--- config.mk ---
export PLATFORM = sky130hd
export DESIGN_NAME = data_receive_auto_align
export DESIGN_NICKNAME = d
export VERILOG_FILES = /design/src/rtl/lvds_pkg.sv /design/src/rtl/lvds_word_align_shifter.sv /design/src/rtl/data_receive_auto_align.sv
export SDC_FILE = /design/constraint.sdc
export NUM_CORES = 1
export LEC_CHECK = 0
export BUFFER_PORTS_ARGS = -buffer_cell sky130_fd_sc_hd__buf_4
export CAP_MARGIN = 10
export CORE_MARGIN = 5
export CORE_UTILIZATION = 30
export CTS_CLUSTER_SIZE = 30
export DETAILED_ROUTE_END_ITERATION = 8
export GPL_ROUTABILITY_DRIVEN = 0
export GPL_TIMING_DRIVEN = 0
export MAX_ROUTING_LAYER = met4
export SLEW_MARGIN = 20
export SYNTH_ARGS = -nofsm -noshare
export SYNTH_HDL_FRONTEND = slang
export SYNTH_SLANG_ARGS = --single-unit
--- constraint.sdc ---
create_clock -name sys_clk -period 3.05 [get_ports sys_clk]
set_input_delay 0 -clock sys_clk [delete_from_list [all_inputs] [get_ports sys_clk]]
set_output_delay 0 -clock sys_clk [all_outputs]
set_load 0.005 [all_outputs]
--- src/rtl/lvds_pkg.sv ---
// Shared LVDS definitions for the auto-align transmitter/receiver pair.
package lvds_pkg;

  localparam int unsigned LVDS_DATA_W = 8;
  localparam logic [LVDS_DATA_W-1:0] TRAIN_PAT_DEF = 8'hF0;

  typedef enum logic [1:0] {
    SEARCH,
    VERIFY,
    LOCKED
  } align_state_e;

endpackage

--- src/rtl/lvds_word_align_shifter.sv ---
// Two-word sliding window over the deserializer output with a barrel-shift
// tap selecting the candidate word at the current bit offset.
module lvds_word_align_shifter
  import lvds_pkg::*;
#(
  parameter int unsigned DATA_W = LVDS_DATA_W
) (
  input  logic                      sys_clk,
  input  logic                      rst,
  input  logic [DATA_W-1:0]         rx_data,
  input  logic                      rx_valid,
  input  logic [$clog2(DATA_W)-1:0] offset,
  output logic [DATA_W-1:0]         aligned
);

  logic [2*DATA_W-1:0] win_q;
  logic [2*DATA_W-1:0] shifted;

  always_ff @(posedge sys_clk) begin
    if (rst) begin
      win_q <= '0;
    end else if (rx_valid) begin
      win_q <= {rx_data, win_q[2*DATA_W-1:DATA_W]};
    end
  end

  assign shifted = win_q >> offset;
  assign aligned = shifted[DATA_W-1:0];

endmodule

--- src/rtl/data_receive_auto_align.sv ---
// Receive-side word aligner: searches for the training pattern, verifies it,
// then delivers aligned words. Optional sequence checker: RX_SEQ_CHECK_EN.
module data_receive_auto_align
  import lvds_pkg::*;
#(
  parameter int unsigned          DATA_W    = LVDS_DATA_W,
  parameter logic [DATA_W-1:0]    TRAIN_PAT = TRAIN_PAT_DEF,
  parameter int unsigned          LOCK_CNT  = 16,
  parameter int unsigned          LOSS_CNT  = 4,
  parameter int unsigned          CNT_W     = 16
) (
  input  logic              sys_clk,
  input  logic              rst,
  input  logic [DATA_W-1:0] rx_data,
  input  logic              rx_valid,
  input  logic              relock,
  output logic [DATA_W-1:0] data_out,
  output logic              data_valid,
  output logic              is_train,
  output logic              align_lock,
  output logic [2:0]        align_offset,
  output logic              seq_err,
  output logic [CNT_W-1:0]  err_cnt
);

  localparam int unsigned CW = $clog2(LOCK_CNT + 1);

  align_state_e      state_q;
  logic [2:0]        offset_q;
  logic [CW-1:0]     match_cnt_q;
  logic              step_q;
  logic [DATA_W-1:0] aligned;
  logic              is_pat;
  logic              seq_loss;

  lvds_word_align_shifter #(
    .DATA_W (DATA_W)
  ) u_shifter (
    .sys_clk  (sys_clk),
    .rst      (rst),
    .rx_data  (rx_data),
    .rx_valid (rx_valid),
    .offset   (offset_q),
    .aligned  (aligned)
  );

  assign is_pat       = (aligned == TRAIN_PAT);
  assign align_offset = offset_q;

  // step_q marks that the window took a new word on the previous edge.
  always_ff @(posedge sys_clk) begin
    if (rst) begin
      state_q     <= SEARCH;
      offset_q    <= '0;
      match_cnt_q <= '0;
      step_q      <= 1'b0;
      data_out    <= '0;
      data_valid  <= 1'b0;
      is_train    <= 1'b0;
      align_lock  <= 1'b0;
    end else begin
      step_q     <= rx_valid;
      data_valid <= 1'b0;
      if (relock) begin
        state_q     <= SEARCH;
        match_cnt_q <= '0;
        align_lock  <= 1'b0;
      end else if (step_q) begin
        unique case (state_q)
          SEARCH: begin
            if (is_pat) begin
              state_q     <= VERIFY;
              match_cnt_q <= CW'(1);
            end else begin
              offset_q <= offset_q + 3'd1;
            end
          end
          VERIFY: begin
            if (is_pat) begin
              match_cnt_q <= match_cnt_q + CW'(1);
              if (match_cnt_q == CW'(LOCK_CNT - 1)) begin
                state_q    <= LOCKED;
                align_lock <= 1'b1;
              end
            end else begin
              state_q     <= SEARCH;
              offset_q    <= offset_q + 3'd1;
              match_cnt_q <= '0;
            end
          end
          LOCKED: begin
            data_out   <= aligned;
            data_valid <= 1'b1;
            is_train   <= is_pat;
            if (seq_loss) begin
              state_q     <= SEARCH;
              match_cnt_q <= '0;
              align_lock  <= 1'b0;
            end
          end
          default: state_q <= SEARCH;
        endcase
      end
    end
  end

`ifdef RX_SEQ_CHECK_EN
  localparam int unsigned LW = $clog2(LOSS_CNT + 1);

  logic              seeded_q;
  logic [DATA_W-1:0] exp_word_q;
  logic [LW-1:0]     bad_run_q;
  logic [CNT_W-1:0]  err_cnt_q;
  logic              seq_err_q;
  logic              seq_bad;

  assign seq_bad  = step_q && !relock && (state_q == LOCKED) && !is_pat && seeded_q &&
                    (aligned != exp_word_q);
  assign seq_loss = seq_bad && (bad_run_q == LW'(LOSS_CNT - 1));

  // Training words and any exit from LOCKED un-seed the expectation.
  always_ff @(posedge sys_clk) begin
    if (rst) begin
      seeded_q   <= 1'b0;
      exp_word_q <= '0;
      bad_run_q  <= '0;
      err_cnt_q  <= '0;
      seq_err_q  <= 1'b0;
    end else begin
      seq_err_q <= seq_bad;
      if (state_q != LOCKED || relock) begin
        seeded_q  <= 1'b0;
        bad_run_q <= '0;
      end else if (step_q) begin
        if (is_pat) begin
          seeded_q  <= 1'b0;
          bad_run_q <= '0;
        end else if (!seeded_q) begin
          seeded_q   <= 1'b1;
          exp_word_q <= aligned + DATA_W'(1);
        end else if (aligned == exp_word_q) begin
          exp_word_q <= aligned + DATA_W'(1);
          bad_run_q  <= '0;
        end else begin
          exp_word_q <= aligned + DATA_W'(1);
          bad_run_q  <= bad_run_q + LW'(1);
          if (err_cnt_q != '1) err_cnt_q <= err_cnt_q + CNT_W'(1);
        end
      end
    end
  end

  assign seq_err = seq_err_q;
  assign err_cnt = err_cnt_q;
`else
  assign seq_loss = 1'b0;
  assign seq_err  = 1'b0;
  assign err_cnt  = '0;
`endif

endmodule

== Word level (Yosys, flattened, before mapping) ==
Cells that the tools add are included.
Operators by class
  equality and inequality tests: 6
  reduce and logical (&&, ||, !) cells: 10
  mux-type cells: 8
  add/sub/neg operators: 2
  bitwise logic cells: 4
  shifts and indexed selects: 1
Operators with widths (number)
  $shr 16x3->8: 1
  $reduce_and 4->1: 3
  $mux 5: 2
  $pmux 5 s2: 1
  $eq 8x8->1 const B: 1
  $mux 2: 3
  $pmux 2 s3: 1
  $reduce_and 3->1: 2
  $add 5x1->5 const B: 1
  $eq 5x4->1 const B: 1
  $not 1->1: 4
  $reduce_or 2->1: 2
  $add 3x1->3 const B: 1
  $ne 3x3->1 const B: 1
  $reduce_or 3->1: 1
  $eq 2x1->1 const B: 1
  $eq 2x2->1 const B: 1
  $logic_not 2->1: 1
  $ne 2x2->1 const B: 1
  $reduce_bool 2->1: 1
  $mux 1: 1
Word-level totals
  flip-flop bits (word level): 38
  word-level logic and storage cells: 40
  input bits: 12
  output and inout port bits: 31

== Longest topological paths before layout ==
  word-level depth: 4
  depth in mapped cells: 9
  depth with buffers taken out: 6

== By module ==
Synthesis repeated with hierarchy kept, for this count alone.
Unflattened totals
  cells, all modules: 221
  area total of the unflattened synthesis: 2058.2 µm²
Modules (own cells, without submodules)
  data_receive_auto_align: sequential area each 440.4 µm², area each 1092.3 µm², times used 1, cells each 124
  lvds_word_align_shifter: sequential area each 320.3 µm², area each 965.9 µm², times used 1, cells each 97

== Least setup slack after synthesis ==
Ideal clock, no wire load.
  path type: reg-to-reg
  start point: register offset_q[1] (netlist: align_offset[1])
  end point: register match_cnt_q[0]
  setup time: 88 ps
  path slack: 379 ps
  data required time: 2962 ps
  clock period less this slack: 2671 ps
  stages on the path, launching flop included: 9
  path buffers: 2
  arrival time: 2583 ps
  path through: dfxtp_1 -> clkbuf_1 -> mux4_2 -> nand2b_4 -> or4_4 -> a2111oi_4 -> buf_6 -> a21oi_2 -> a311oi_2
Between the ends
  longest elaborated chain between the ends: 4
  elaborated cells on any way between the ends: 6
  those cells by class: eq/ne: 2; shift: 1; mux: 2; reduce/logical: 1
RTL lines
  start: declaration: line data_receive_auto_align.sv:29  | logic [2:0] offset_q;
  start signal: assignment: line data_receive_auto_align.sv:75  | offset_q <= offset_q + 3'd1;
  start signal: assignment: line data_receive_auto_align.sv:87  | offset_q <= offset_q + 3'd1;
  $shr 16x3->8 (*): line lvds_word_align_shifter.sv:27  | assign shifted = win_q >> offset;
  $eq 8x8->1 (*): line data_receive_auto_align.sv:47  | assign is_pat = (aligned == TRAIN_PAT);
  $mux 5 or $ne 2x2->1 (tied branches)
  $pmux 5 s2 or $reduce_and 3->1 (tied branches)
  end signal: assignment: line data_receive_auto_align.sv:80  | match_cnt_q <= match_cnt_q + CW'(1);
  end: declaration: line data_receive_auto_align.sv:30  | logic [CW-1:0] match_cnt_q;
Mark *: on every way between the ends. The rest lies on a longest branch, timed or not.
A chain may end at the register's enable or synchronous reset.

== Worst setup path after layout ==
  start point: register offset_q[0] (netlist: align_offset[0])
  end point: register match_cnt_q[0]
The elaborated chain is that of the path after synthesis.

==> flow_summary.ini <==
[outcome]
status = finished, final reports clean

[clock_tree]
clock_sinks = 38
cts_root_buffer = clkbuf_8
path_clk_slew_ns = 0.08
cts_buffer_depth = 2
cts_max_level = 2
cts_tree = done
numCtsBuffers = 5
clock_latency_ns = 0.28

[floorplan]
dieHeight_um = 93.2
dieArea_um2 = 8690
io_pins = 43
die_w_um = 93.2
core_um2 = 6760
std_cell_rows = 30
initial_core_util_pct = 30.7

[global_routing]
antenna_found_initial = 0
grt_pass1_vias = 1548
track_usage_pct = 10.8
grt-ovfl-total = 0
grt_max_degree = 12
grt_pass1_wl_mm = 7.43

[sta]
fmax_ghz = 0.357
grt_setup_unrepaired = false
period_needed_ns = 2.80
fin_worst_skew_ns = 0.00889
max-slew-margin-rel_pct = 55.4
setup-tns-final_ns = 0
hold_viol = 0
period_share_pct = 91.9
setup-violations-final = 0
max_slew.worst_pin.slew_ns = 0.669
maxSlewViolCount = 0

[logic_synthesis]
syn_inst = 220
ys_top_cells_by_count = dfxtp_1 (38), mux2i_1 (29), nor2_1 (27)
yosys.area.top_type_share_pct = 36.6
avgSynthCellArea_um2 = 9.44
synth_area_leaders = dfxtp_1 (37%), mux2i_1 (14%), mux4_2 (6.5%), buf_4 (6.1%), nor2_1 (4.9%)
synth_edf_count = 0
synthFlopType = dfxtp_1
ys_seq_elements = 38
synth_area_um2 = 2080
ys_types = 42
synth_warnings = 0
yosysMostFrequentCell = dfxtp_1
yosysSeqAreaShare_pct = 36.6
yosysTopAreaCell = dfxtp_1
async_flop_share_pct = 0

[layout]
final_layout_size_suffix_gt1_share_pct = 25.3
fin_nets = 291
n_antenna_cell = 0
syn2layout_area_growth_pct = 25.1

[pwr]
total_power_uw = 989
irDropWorstVdd_uv = 224
power_density_nw_per_um2 = 381
p_leak_nw = 1.03

[routing]
viasPerCell = 4.69
post_drt_wl_per_cell_um = 12.3
ant_nets = 0
dr.pass1.iters = 4
route.vias.total = 1673
finalWirelength_mm = 4.40
first_iter_violations = 53
drc = 0

[placement]
dp_hpwl_mm = 3.39
numPortBuffers = 24

[setup_path]
cpMostUsedCell = buf_6
crit_required_ns = 3.25
worst_setup_path_start_kind = flip-flop
critPathCaptureType = flip-flop
max_stage_delay_ns = 0.59
cp.arrival_ns = 3.01
slowest_stage = or4_1
crit_type = flip-flop to flip-flop
cp_max_fo = 10
cpLargestDelayFamily = compound AO/OA/AOI/OAI gates
worst-path-buf-inv = 3
worstPathCellList = buf_6 -> buf_2 -> mux2i_1 -> a22oi_1 -> or4_1 -> a2111oi_4 -> buf_6 -> a21oi_2 -> a311oi_2

[flow_run]
drv_cap = 0

[hold_path]
holdCritPathClass = primary input to flip-flop
## metrics by stage
step	hold slack (ns)	utilization (%)	worst slack [ns]	cells	cell area (um2)
after floorplan	0.147	-	0.379	236	2140
after global placement	0.231	35.8	0.0605	340	2420
after detailed placement	0.242	35.8	0.0551	340	2420
after CTS	0.0362	38.3	0.0459	356	2590
after global routing	0.0352	38.4	0.0434	357	2600
final	0.0425	38.4	0.247	357	2600
## power breakdown
group | switching (mW) | internal [mW] | leakage, nW
Combinational | 0.0543 | 0.0651 | 0.674
Clock | 0.165 | 0.182 | 0.0482
Sequential | 0.0140 | 0.508 | 0.309
## sequential cells by signal (all words and copies together), names as in the netlist
name	cells
step_q	1
data_out	8
align_lock	1
data_valid	1
u_shifter.win_q	16
is_train	1
align_offset	3
state_q	2
match_cnt_q	5
## final cells by class
type	count	area [um2]
clock inverter	1	5.00
multi-input combinational	163	1160
sequential	38	761
inverter	3	11.3
buffer	32	203
timing repair buffer	33	268
fill	692	4160
tap	80	100
clock buffer	7	86.3
## worst paths after layout
check                  start              end  slack, ns  depth (start not counted)
max          align_offset[0]   match_cnt_q[0]       0.25                          9
min                      rst  align_offset[1]       0.04                          3
max reg2reg  align_offset[0]   match_cnt_q[0]       0.25                          9
min reg2reg       align_lock       align_lock       0.45                          2
## layout by cell type, fill, tap and decap left out, types with 2 or more instances in the layout
| cell | instances |
|---|---|
| a211oi_1 | 4 |
| a21oi_1 | 8 |
| a22oi_1 | 2 |
| a311oi_1 | 2 |
| a31oi_1 | 4 |
| and2_1 | 2 |
| buf_1 | 3 |
| buf_2 | 2 |
| buf_4 | 42 |
| buf_6 | 2 |
| clkbuf_1 | 8 |
| clkbuf_8 | 6 |
| conb_1 | 17 |
| dfxtp_1 | 38 |
| dlygate4sd3_1 | 8 |
| ha_1 | 3 |
| inv_1 | 3 |
| mux2i_1 | 29 |
| mux4_2 | 6 |
| nand2_1 | 13 |
| nand2b_1 | 7 |
| nand3_1 | 5 |
| nand4_1 | 2 |
| nor2_1 | 27 |
| nor2b_1 | 5 |
| nor3_1 | 2 |
| o22ai_1 | 5 |
| or3_1 | 2 |
| or3b_2 | 3 |
## what timing repair did
item,CTS,global route
endpoints found under the hold margin,8,0
setup buffers,0,1
endpoints found under the setup margin,0,10
hold buffers,8,0
resized for setup,0,2
## metal layers
layer	global-route usage (%)	vias to the layer above	wire length, um
li1	-	863	-
met1	14.1	771	2150
met2	16.4	37	1960
met3	2.82	2	253
met4	3.66	0	38
met5	-	-	0
## cell families (layout without fill, tap and decap cells)
kind of cell / Yosys count / after routing / synth area share [%]
AND/OR/NAND/NOR: 76 / 76 / 19.0
flip-flops: 38 / 38 / 36.6
multiplexers: 36 / 36 / 21.0
buffers and inverters: 35 / 76 / 10.2
AO/OA/AOI/OAI: 31 / 31 / 11.1
adder cells (fa/ha/maj): 3 / 3 / 1.81
other: 1 / 17 / 0.181
## worst reg2reg max path, delay by kind of cell, from the launching register on
family	cells	cell delay, ns
AND/OR/NAND/NOR	1	0.59
flip-flops	1	0.38
buffers and inverters	3	0.66
multiplexers	1	0.24
AO/OA/AOI/OAI	4	0.86
Power figures use the tool's default switching activity.
